## config.mk

```make
export PLATFORM = sky130hd
export DESIGN_NAME = traffic_phase_sequencer
export DESIGN_NICKNAME = d
export VERILOG_FILES = /design/src/rtl/traffic_phase_sequencer.sv
export SDC_FILE = /design/constraint.sdc
export NUM_CORES = 1
export LEC_CHECK = 0
export ABC_AREA = 0
export CORE_MARGIN = 4
export CORE_UTILIZATION = 45
export DETAILED_ROUTE_END_ITERATION = 10
export GPL_TIMING_DRIVEN = 1
export PLACE_DENSITY = 0.85
export SETUP_SLACK_MARGIN = 0.3
export SLEW_MARGIN = 10
export SYNTH_ARGS = -nofsm -noshare
export SYNTH_HDL_FRONTEND = slang
export SYNTH_SLANG_ARGS = --single-unit
```

## constraint.sdc

```tcl
create_clock -name clk -period 2.2 [get_ports clk]
set_clock_uncertainty 0.2 [all_clocks]
set_input_delay 0.22 -clock clk [delete_from_list [all_inputs] [get_ports clk]]
set_output_delay 0.22 -clock clk [all_outputs]
set_load 0.02 [all_outputs]
```

## src/rtl/traffic_phase_sequencer.sv

```systemverilog
`default_nettype none
// ============================================================================
//  Module   : traffic_phase_sequencer
//  Brief    : Six-phase two-direction intersection sequencer with a 1 Hz
//             countdown, flashing-yellow maintenance mode and hold input.
//             Optional pedestrian shortening of green: PED_REQUEST_EN.
//  Revision : 1.0  initial release
// ============================================================================
module traffic_phase_sequencer #(
    parameter int CW       = 6,
    parameter int T_GREEN  = 10,
    parameter int T_YELLOW = 5,
    parameter int T_ALLRED = 2,
    parameter int PED_MIN  = 3
) (
    input  logic          clk,
    input  logic          rst_n,
    input  logic          pulse,
    input  logic          mode,
    input  logic          hold,
`ifdef PED_REQUEST_EN
    input  logic          ped_req,
`endif
    output logic [2:0]    ns_light,
    output logic [2:0]    ew_light,
    output logic [2:0]    phase,
    output logic [CW-1:0] sec_count,
    output logic          timeout
);

    localparam logic [2:0] c_ns_g   = 3'd0;
    localparam logic [2:0] c_ns_y   = 3'd1;
    localparam logic [2:0] c_ar1    = 3'd2;
    localparam logic [2:0] c_ew_g   = 3'd3;
    localparam logic [2:0] c_ew_y   = 3'd4;
    localparam logic [2:0] c_ar2    = 3'd5;
    localparam logic [2:0] c_unused = 3'd6;
    localparam logic [2:0] c_flash  = 3'd7;

    localparam logic [2:0] c_red    = 3'b100;
    localparam logic [2:0] c_yellow = 3'b010;
    localparam logic [2:0] c_green  = 3'b001;
    localparam logic [2:0] c_dark   = 3'b000;

    localparam logic [CW-1:0] c_t_green  = CW'(T_GREEN);
    localparam logic [CW-1:0] c_t_yellow = CW'(T_YELLOW);
    localparam logic [CW-1:0] c_t_allred = CW'(T_ALLRED);
    localparam logic [CW-1:0] c_one      = CW'(1);
    localparam logic [CW-1:0] c_zero     = '0;

    if (T_GREEN < 1 || T_GREEN > (2**CW) - 1) begin : g_bad_green
        $error("T_GREEN must lie in 1..2^CW-1");
    end
    if (T_YELLOW < 1 || T_YELLOW > (2**CW) - 1) begin : g_bad_yellow
        $error("T_YELLOW must lie in 1..2^CW-1");
    end
    if (T_ALLRED < 1 || T_ALLRED > (2**CW) - 1) begin : g_bad_allred
        $error("T_ALLRED must lie in 1..2^CW-1");
    end

    logic [2:0]    r_phase;
    logic [CW-1:0] r_sec;
    logic          r_timeout;
    logic [2:0]    r_ns;
    logic [2:0]    r_ew;

    logic [2:0]    w_phase_nx;
    logic [2:0]    w_phase_adv;
    logic [CW-1:0] w_sec_nx;
    logic          w_timeout_nx;
    logic [2:0]    w_ns_nx;
    logic [2:0]    w_ew_nx;
    logic          w_ped_load;

    // Lamp pattern {ns, ew} for each sequencing phase.
    function automatic logic [5:0] f_lamps(input logic [2:0] ph);
        case (ph)
            c_ns_g:  f_lamps = {c_green,  c_red};
            c_ns_y:  f_lamps = {c_yellow, c_red};
            c_ew_g:  f_lamps = {c_red,    c_green};
            c_ew_y:  f_lamps = {c_red,    c_yellow};
            default: f_lamps = {c_red,    c_red};
        endcase
    endfunction

    // Duration loaded on entry to a phase.
    function automatic logic [CW-1:0] f_load(input logic [2:0] ph);
        case (ph)
            c_ns_g, c_ew_g: f_load = c_t_green;
            c_ns_y, c_ew_y: f_load = c_t_yellow;
            default:        f_load = c_t_allred;
        endcase
    endfunction

`ifdef PED_REQUEST_EN
    localparam logic [CW-1:0] c_ped_min = CW'(PED_MIN);

    if (PED_MIN >= T_GREEN) begin : g_bad_ped
        $error("PED_MIN must be smaller than T_GREEN");
    end

    logic r_ped_used;

    assign w_ped_load = mode && !hold && ped_req && !r_ped_used &&
                        (r_phase == c_ns_g || r_phase == c_ew_g) &&
                        (r_sec > c_ped_min);

    // One shortening per green; any phase change re-arms it.
    always_ff @(posedge clk) begin
        if (!rst_n) begin
            r_ped_used <= 1'b0;
        end else if (w_phase_nx != r_phase) begin
            r_ped_used <= 1'b0;
        end else if (w_ped_load) begin
            r_ped_used <= 1'b1;
        end
    end
`else
    assign w_ped_load = 1'b0;
`endif

    assign w_phase_adv = (r_phase == c_ar2) ? c_ns_g : r_phase + 3'd1;

    always_comb begin
        w_phase_nx   = r_phase;
        w_sec_nx     = r_sec;
        w_timeout_nx = 1'b0;
        w_ns_nx      = r_ns;
        w_ew_nx      = r_ew;
        if (!mode) begin
            if (r_phase != c_flash) begin
                w_phase_nx = c_flash;
                w_sec_nx   = c_zero;
                w_ns_nx    = c_yellow;
                w_ew_nx    = c_yellow;
            end else if (pulse) begin
                w_ns_nx = (r_ns == c_yellow) ? c_dark : c_yellow;
                w_ew_nx = (r_ns == c_yellow) ? c_dark : c_yellow;
            end
        end else if (r_phase == c_flash || r_phase == c_unused) begin
            // Leaving maintenance (or an illegal code) always goes through clearance.
            w_phase_nx         = c_ar2;
            w_sec_nx           = c_t_allred;
            {w_ns_nx, w_ew_nx} = f_lamps(c_ar2);
        end else if (!hold) begin
            if (w_ped_load) begin
`ifdef PED_REQUEST_EN
                w_sec_nx = c_ped_min;
`endif
            end else if (pulse) begin
                if (r_sec > c_one) begin
                    w_sec_nx = r_sec - c_one;
                end else begin
                    w_phase_nx         = w_phase_adv;
                    w_sec_nx           = f_load(w_phase_adv);
                    w_timeout_nx       = 1'b1;
                    {w_ns_nx, w_ew_nx} = f_lamps(w_phase_adv);
                end
            end
        end
    end

    always_ff @(posedge clk) begin
        if (!rst_n) begin
            r_phase   <= c_ns_g;
            r_sec     <= c_t_green;
            r_timeout <= 1'b0;
            r_ns      <= c_green;
            r_ew      <= c_red;
        end else begin
            r_phase   <= w_phase_nx;
            r_sec     <= w_sec_nx;
            r_timeout <= w_timeout_nx;
            r_ns      <= w_ns_nx;
            r_ew      <= w_ew_nx;
        end
    end

    assign phase     = r_phase;
    assign sec_count = r_sec;
    assign timeout   = r_timeout;
    assign ns_light  = r_ns;
    assign ew_light  = r_ew;

endmodule
`default_nettype wire

```

==> results.md, run 1 <==
- Status: finished clean
- IO Port Bufs: 20
- Final Setup Violations: 0
- Core Rows: 17
- Post-route DRC violation count: 0
- Worst-margin pin slew: 0.394 ns
- Max Cap Viol: 0
- Pre-CTS WS: 0.154 ns
- Hold Violations, Final: 0
- Worst setup margin: 0.199 ns
- Netlist cell types: 42
- Critical path peak fanout: 10
- Total clock sinks: 16
- Cell taking the most area after synthesis: dfxtp_1
- Final clock period utilization by the worst path: 0.910
- Syn nets: 134
- Fin crit period: 2.00 ns
- Worst vdd ir: 352 µV
- Die Y: 55.8 µm
- #FFs+latches synth: 16
- Compound-cell area share of the yosys netlist: 0.270
- Largest family of logic cells by synthesized area: simple AND/OR/NAND/NOR gates
- Worst EP required: 2.21 ns
- CP Cell Sequence: ha_4, and3_4, or4_4, a32oi_1, nor2_1
- Grt total ovfl: 0
- Buf/Inv on CP: 0
- All-Layer GR Usage: 0.205
- TritonCTS Buffers: 3
- Setup TNS: 0 ns
- Avg Cell Area, Syn: 8.14 µm²
- Die X: 55.8 µm
- Pwr Total: 0.841 mW
- H-tree depth: 1
- Hold_buf cts: 0
- Total iterations of the first detailed-routing run: 5
- Power per cell area: 530 nW/µm²
- Slew Limit Fails: 0
- Arrival @ worst endpoint: 2.01 ns
- Post-DP HPWL: 2060 µm
- Post-synthesis simple-gate area fraction: 0.293
- Area Growth Syn to Fin: 54.6%
- Largest net degree at the start of global routing: 15
- Yosys top cell area share: 0.312
- WHS: 0.265 ns
- Skew-Pair Late Insertion Delay: 0.31 ns
- Ys async rst share: 0
- Die area: 3110 µm²
- Root buf cell: clkbuf_4
- WS Path Type: flip-flop to flip-flop
- CTS tree: built
- Adder-cell share of the synthesized area: 0.0366
- Synth Cell Area: 1030 µm²
- I/O pins: 21
- Most frequent cells after synthesis: dfxtp_1 (16), nand2_1 (9), nor2_1 (9), a21oi_1 (8), o21ai_0 (8)
- Clk buf depth: 2
- Core area: 2190 µm²
- Seq/Total Area, Yosys: 0.312
- CP max-delay cell: or4_4
- Multiplexer share of the synthesized area: 0.0390
- Vias: 1247
- Inserted Diodes: 0
- Yosys Warn Count: 0
- Initial DRC count: 71
- Count leader, synth: dfxtp_1
- Hold Path Class: flip-flop to flip-flop
- Leak: 0.622 nW
- Top delay family on crit path: simple AND/OR/NAND/NOR gates
- Reg clk slew, reported paths: 0.10 ns
- GP Congestion: 0.822
- First-pass GRT wire length: 5130 µm
- Final-layout fill cell count: 150
- Max-slew headroom: 0.733
- Fraction of layout cells with a size suffix above 1: 0.355
- Post-synthesis xor/xnor area fraction: 0
- Critical Path End Type: flip-flop
- Final #Nets: 178
- Syn Inst Count: 126
- Remaining antenna violation count: 0
- Crit path launch type: flip-flop
- Main area contributors after synthesis: dfxtp_1 (31%), a21oi_1 (3.9%), mux2i_1 (3.9%), o21ai_0 (3.9%), ha_1 (3.7%)
- Initial antenna violation count: 0
- Initial core utilization: 0.468
- Main synth FF type: dfxtp_1
- Wirelength per Cell: 18.4 µm
- Vias in the first global route: 1106
- Post-synth EDFFs: 0
- RSZ-0062 raised after global routing: true
- Fmax: 500 MHz
- Vias per inst: 6.33
- Total wire length: 3620 µm
- Max stage delay on crit path: 0.55 ns
routing by layer:
layer	global-route usage	vias to the layer above	routed length (µm)
met3	0.0557	13	414
met4	0.108	0	88
li1	-	564	-
met2	0.296	89	1700
met1	0.275	581	1430
met5	0	-	0
cell type report:
cell class / count / area [µm²] / share of cell area
flip-flops and latches: 16 / 344 / 0.217
repair buffers: 45 / 390 / 0.246
inverters: 7 / 31.3 / 0.0197
multi-input cells: 97 / 759 / 0.479
well taps: 28 / 35.0 / 0.0221
clock buffers: 4 / 26.3 / 0.0166
worst min-delay path, delay by kind of cell, from the launching register on:
family	cells	cell delay (ns)
and+or+nand+nor	1	0.05
muxes	1	0.05
DFF	1	0.32
per-stage QoR:
stage	cells	area, µm²	utilization
floorplan	126	1100	-
global placement	179	1380	0.629
detailed placement	179	1380	0.629
CTS	191	1510	0.688
global route	197	1590	0.724
finish	197	1590	0.724
power breakdown:
part	total (mW)	internal (mW)	switching, mW
Clock	0.179	0.0709	0.108
Combinational	0.324	0.156	0.168
Sequential	0.338	0.311	0.0271
kinds of logic (layout without fill, tap and decap cells):
group / Yosys count / in the layout
simple gates: 49 / 49
compound gates: 41 / 41
flops: 16 / 16
buf+inv: 13 / 56
mux: 4 / 4
fa+ha+maj: 3 / 3
worst paths after layout:
check	startpoint	to	slack, ns	cells past startpoint
worst max-delay path	phase[2]$_SDFFE_PN0P_	sec_count[0]$_SDFFE_PN0P_	0.20	5
worst min-delay path	ew_light[0]$_SDFFE_PN0P_	ew_light[0]$_SDFFE_PN0P_	0.26	2
worst max register to register	phase[2]$_SDFFE_PN0P_	sec_count[0]$_SDFFE_PN0P_	0.20	5
worst min register to register	ew_light[0]$_SDFFE_PN0P_	ew_light[0]$_SDFFE_PN0P_	0.26	2
sequential cells by signal (all words and copies together) (netlist names):
signal and cells:
sec_count 6, phase 3, ew_light 3, ns_light 3, timeout 1
repair_timing:
item | CTS | global route
resized for setup | 14 | 8
setup endpoints to repair | 12 | 16
pin swaps | 7 | 4
buffers inserted | 8 | 6
cells in the final DEF, fill, tap and decap left out, types with 3 or more instances in the layout:
cell type	count
a31oi_1	3
o31ai_1	4
clkbuf_4	3
nor2_1	8
inv_1	4
nand3_1	3
or4_4	3
mux2i_1	4
a21oi_1	7
buf_4	25
clkdlybuf4s50_1	19
dfxtp_1	7
dfxtp_2	4
dfxtp_4	5
o21ai_0	8
nand2_1	9
No activity file was read; power rests on OpenSTA's default activity.
==> inputs of run 2 (changes only) <==
--- a/config.mk
+++ b/config.mk
@@ -11,6 +11,7 @@
 export DETAILED_ROUTE_END_ITERATION = 10
 export GPL_TIMING_DRIVEN = 1
 export PLACE_DENSITY = 0.85
+export REMOVE_ABC_BUFFERS = 1
 export SETUP_SLACK_MARGIN = 0.3
 export SLEW_MARGIN = 10
 export SYNTH_ARGS = -nofsm -noshare
==> results.md, run 2 (synthesized netlist as in run 1, its figures left out) <==
- Clock network fraction of total power: 0.240
- Final Non-Filler Cells: 198
- Total iterations of the first detailed-routing run: 4
- P_int: 0.580 mW
- Net Switching: 0.322 mW
- Fmax: 495 MHz
- Core area: 2190 µm²
- Max reg flops: 6
- WS Path Type: flip-flop to flip-flop
- Max Cap Viol: 0
- Fin crit period: 2.02 ns
- Worst EP required: 2.21 ns
- Final Setup Violations: 0
- Pre-CTS WS: 0.0904 ns
- Post-route cell area: 1630 µm²
- First-pass GRT wire length: 5850 µm
- CP max-delay cell: or4_4
- RSZ-0062 raised after global routing: true
- Max-slew headroom: 0.771
- CP Cell Sequence: or4_4, or4_4, a32oi_1, nor2_1
- Pwr Total: 0.903 mW
- Die area: 3110 µm²
- Root buf cell: clkbuf_4
- Total clock sinks: 16
- Most frequent cells in the layout: buf_4 (25), clkdlybuf4s50_1 (17), nand2_1 (9), nor2_1 (8), dfxtp_1 (8)
- Initial antenna violation count: 0
- Sequential Power Share: 0.365
- Commonest non-fill, non-tap cell in the layout: buf_4
- Slew Limit Fails: 0
- Grt total ovfl: 0
- Setup TNS: 0 ns
- Fraction of layout cells with a size suffix above 1: 0.394
- Leak: 0.665 nW
- Power per cell area: 554 nW/µm²
- Vias per inst: 6.43
- Critical Path End Type: flip-flop
- Worst vdd ir: 531 µV
- Sw frac: 0.357
- GP Congestion: 0.914
- Hold Violations, Final: 0
- Inserted Diodes: 0
- Largest net degree at the start of global routing: 15
- Status: finished clean
- Vias in the first global route: 1192
- Reg clk slew, reported paths: 0.11 ns
- Final #Nets: 179
- Initial core utilization: 0.468
- I/O pins: 21
- Remaining antenna violation count: 0
- Worst-margin pin slew: 0.343 ns
- Post-DP HPWL: 2090 µm
- TritonCTS Buffers: 3
- All-Layer GR Usage: 0.236
- Critical path peak fanout: 3
- Wirelength per Cell: 19.9 µm
- Initial DRC count: 90
- Worst setup margin: 0.182 ns
- Placed Cells: 188
- Vias: 1274
- Hold Path Class: flip-flop to flip-flop
- Die Y: 55.8 µm
- Final clock period utilization by the worst path: 0.917
- Post-route DRC violation count: 0
- Total wire length: 3940 µm
- Arrival @ worst endpoint: 2.03 ns
- Skew-Pair Late Insertion Delay: 0.31 ns
- Crit path launch type: flip-flop
- Max stage delay on crit path: 0.59 ns
- Core Rows: 17
- Comb power frac: 0.396
- IO Port Bufs: 20
- Hold_buf cts: 0
- Clk buf depth: 2
- H-tree depth: 1
- Area Growth Syn to Fin: 58.9%
- CTS tree: built
- Post-DP Area: 1390 µm²
- CP most frequent cell: or4_4
- Die X: 55.8 µm
run 2: path summary, 6_finish.rpt:
kind	start	end	slack, ns	cells past startpoint
worst max-delay path	sec_count[5]$_SDFFE_PN0P_	sec_count[0]$_SDFFE_PN0P_	0.18	4
worst min-delay path	ew_light[0]$_SDFFE_PN0P_	ew_light[0]$_SDFFE_PN0P_	0.27	2
worst max register to register	sec_count[5]$_SDFFE_PN0P_	sec_count[0]$_SDFFE_PN0P_	0.18	4
worst min register to register	ew_light[0]$_SDFFE_PN0P_	ew_light[0]$_SDFFE_PN0P_	0.27	2
run 2: power by group through the flow:
| stage | logic (mW) | clock network [mW] | registers, mW |
|---|---|---|---|
| floorplan | 0.121 | 0 | 0.368 |
| global placement | 0.277 | 0 | 0.331 |
| detailed placement | 0.284 | 0 | 0.333 |
| CTS | 0.315 | 0.207 | 0.326 |
| global route | 0.379 | 0.232 | 0.332 |
| finish | 0.357 | 0.216 | 0.329 |
run 2: cell type report:
type                       instances  area, µm²
multi-input combinational         97        790
fill                             145        561
timing repair buffer              46        410
sequential                        16        333
clock buffer                       4       36.3
tap                               28       35.0
inverter                           7       26.3
run 2: metal layers:
metal	global-route usage	up-vias	wire length (µm)
li1	-	566	-
met1	0.283	594	1570
met2	0.399	91	1870
met3	0.0557	23	307
met4	0.101	0	184
met5	0	-	0
run 2: metrics by stage:
step,hold WS [ns],utilization
after floorplan,0.0962,-
after global routing,0.311,0.744
final,0.272,0.744
after CTS,0.273,0.697
after global placement,0.246,0.633
after detailed placement,0.258,0.633
run 2: repair_timing:
action | 4_1_cts | 5_1_grt
endpoints found under the setup margin | 15 | 18
pin swaps | 9 | 6
gates resized for setup | 22 | 23
setup buffers | 3 | 3
run 2: critical path, delay by kind of cell, from the launching register on:
kind             cells  cell delay [ns]
flip-flops           1             0.34
AO/OA/AOI/OAI        1             0.19
AND/OR/NAND/NOR      3             1.19
==> inputs of run 3 (changes only) <==
--- a/config.mk
+++ b/config.mk
@@ -6,6 +6,7 @@
 export NUM_CORES = 1
 export LEC_CHECK = 0
 export ABC_AREA = 0
+export ABC_CLOCK_PERIOD_IN_PS = 2200
 export CORE_MARGIN = 4
 export CORE_UTILIZATION = 45
 export DETAILED_ROUTE_END_ITERATION = 10
==> results of run 3 <==
Final layout, timing and power as in run 2 (identical DEF).
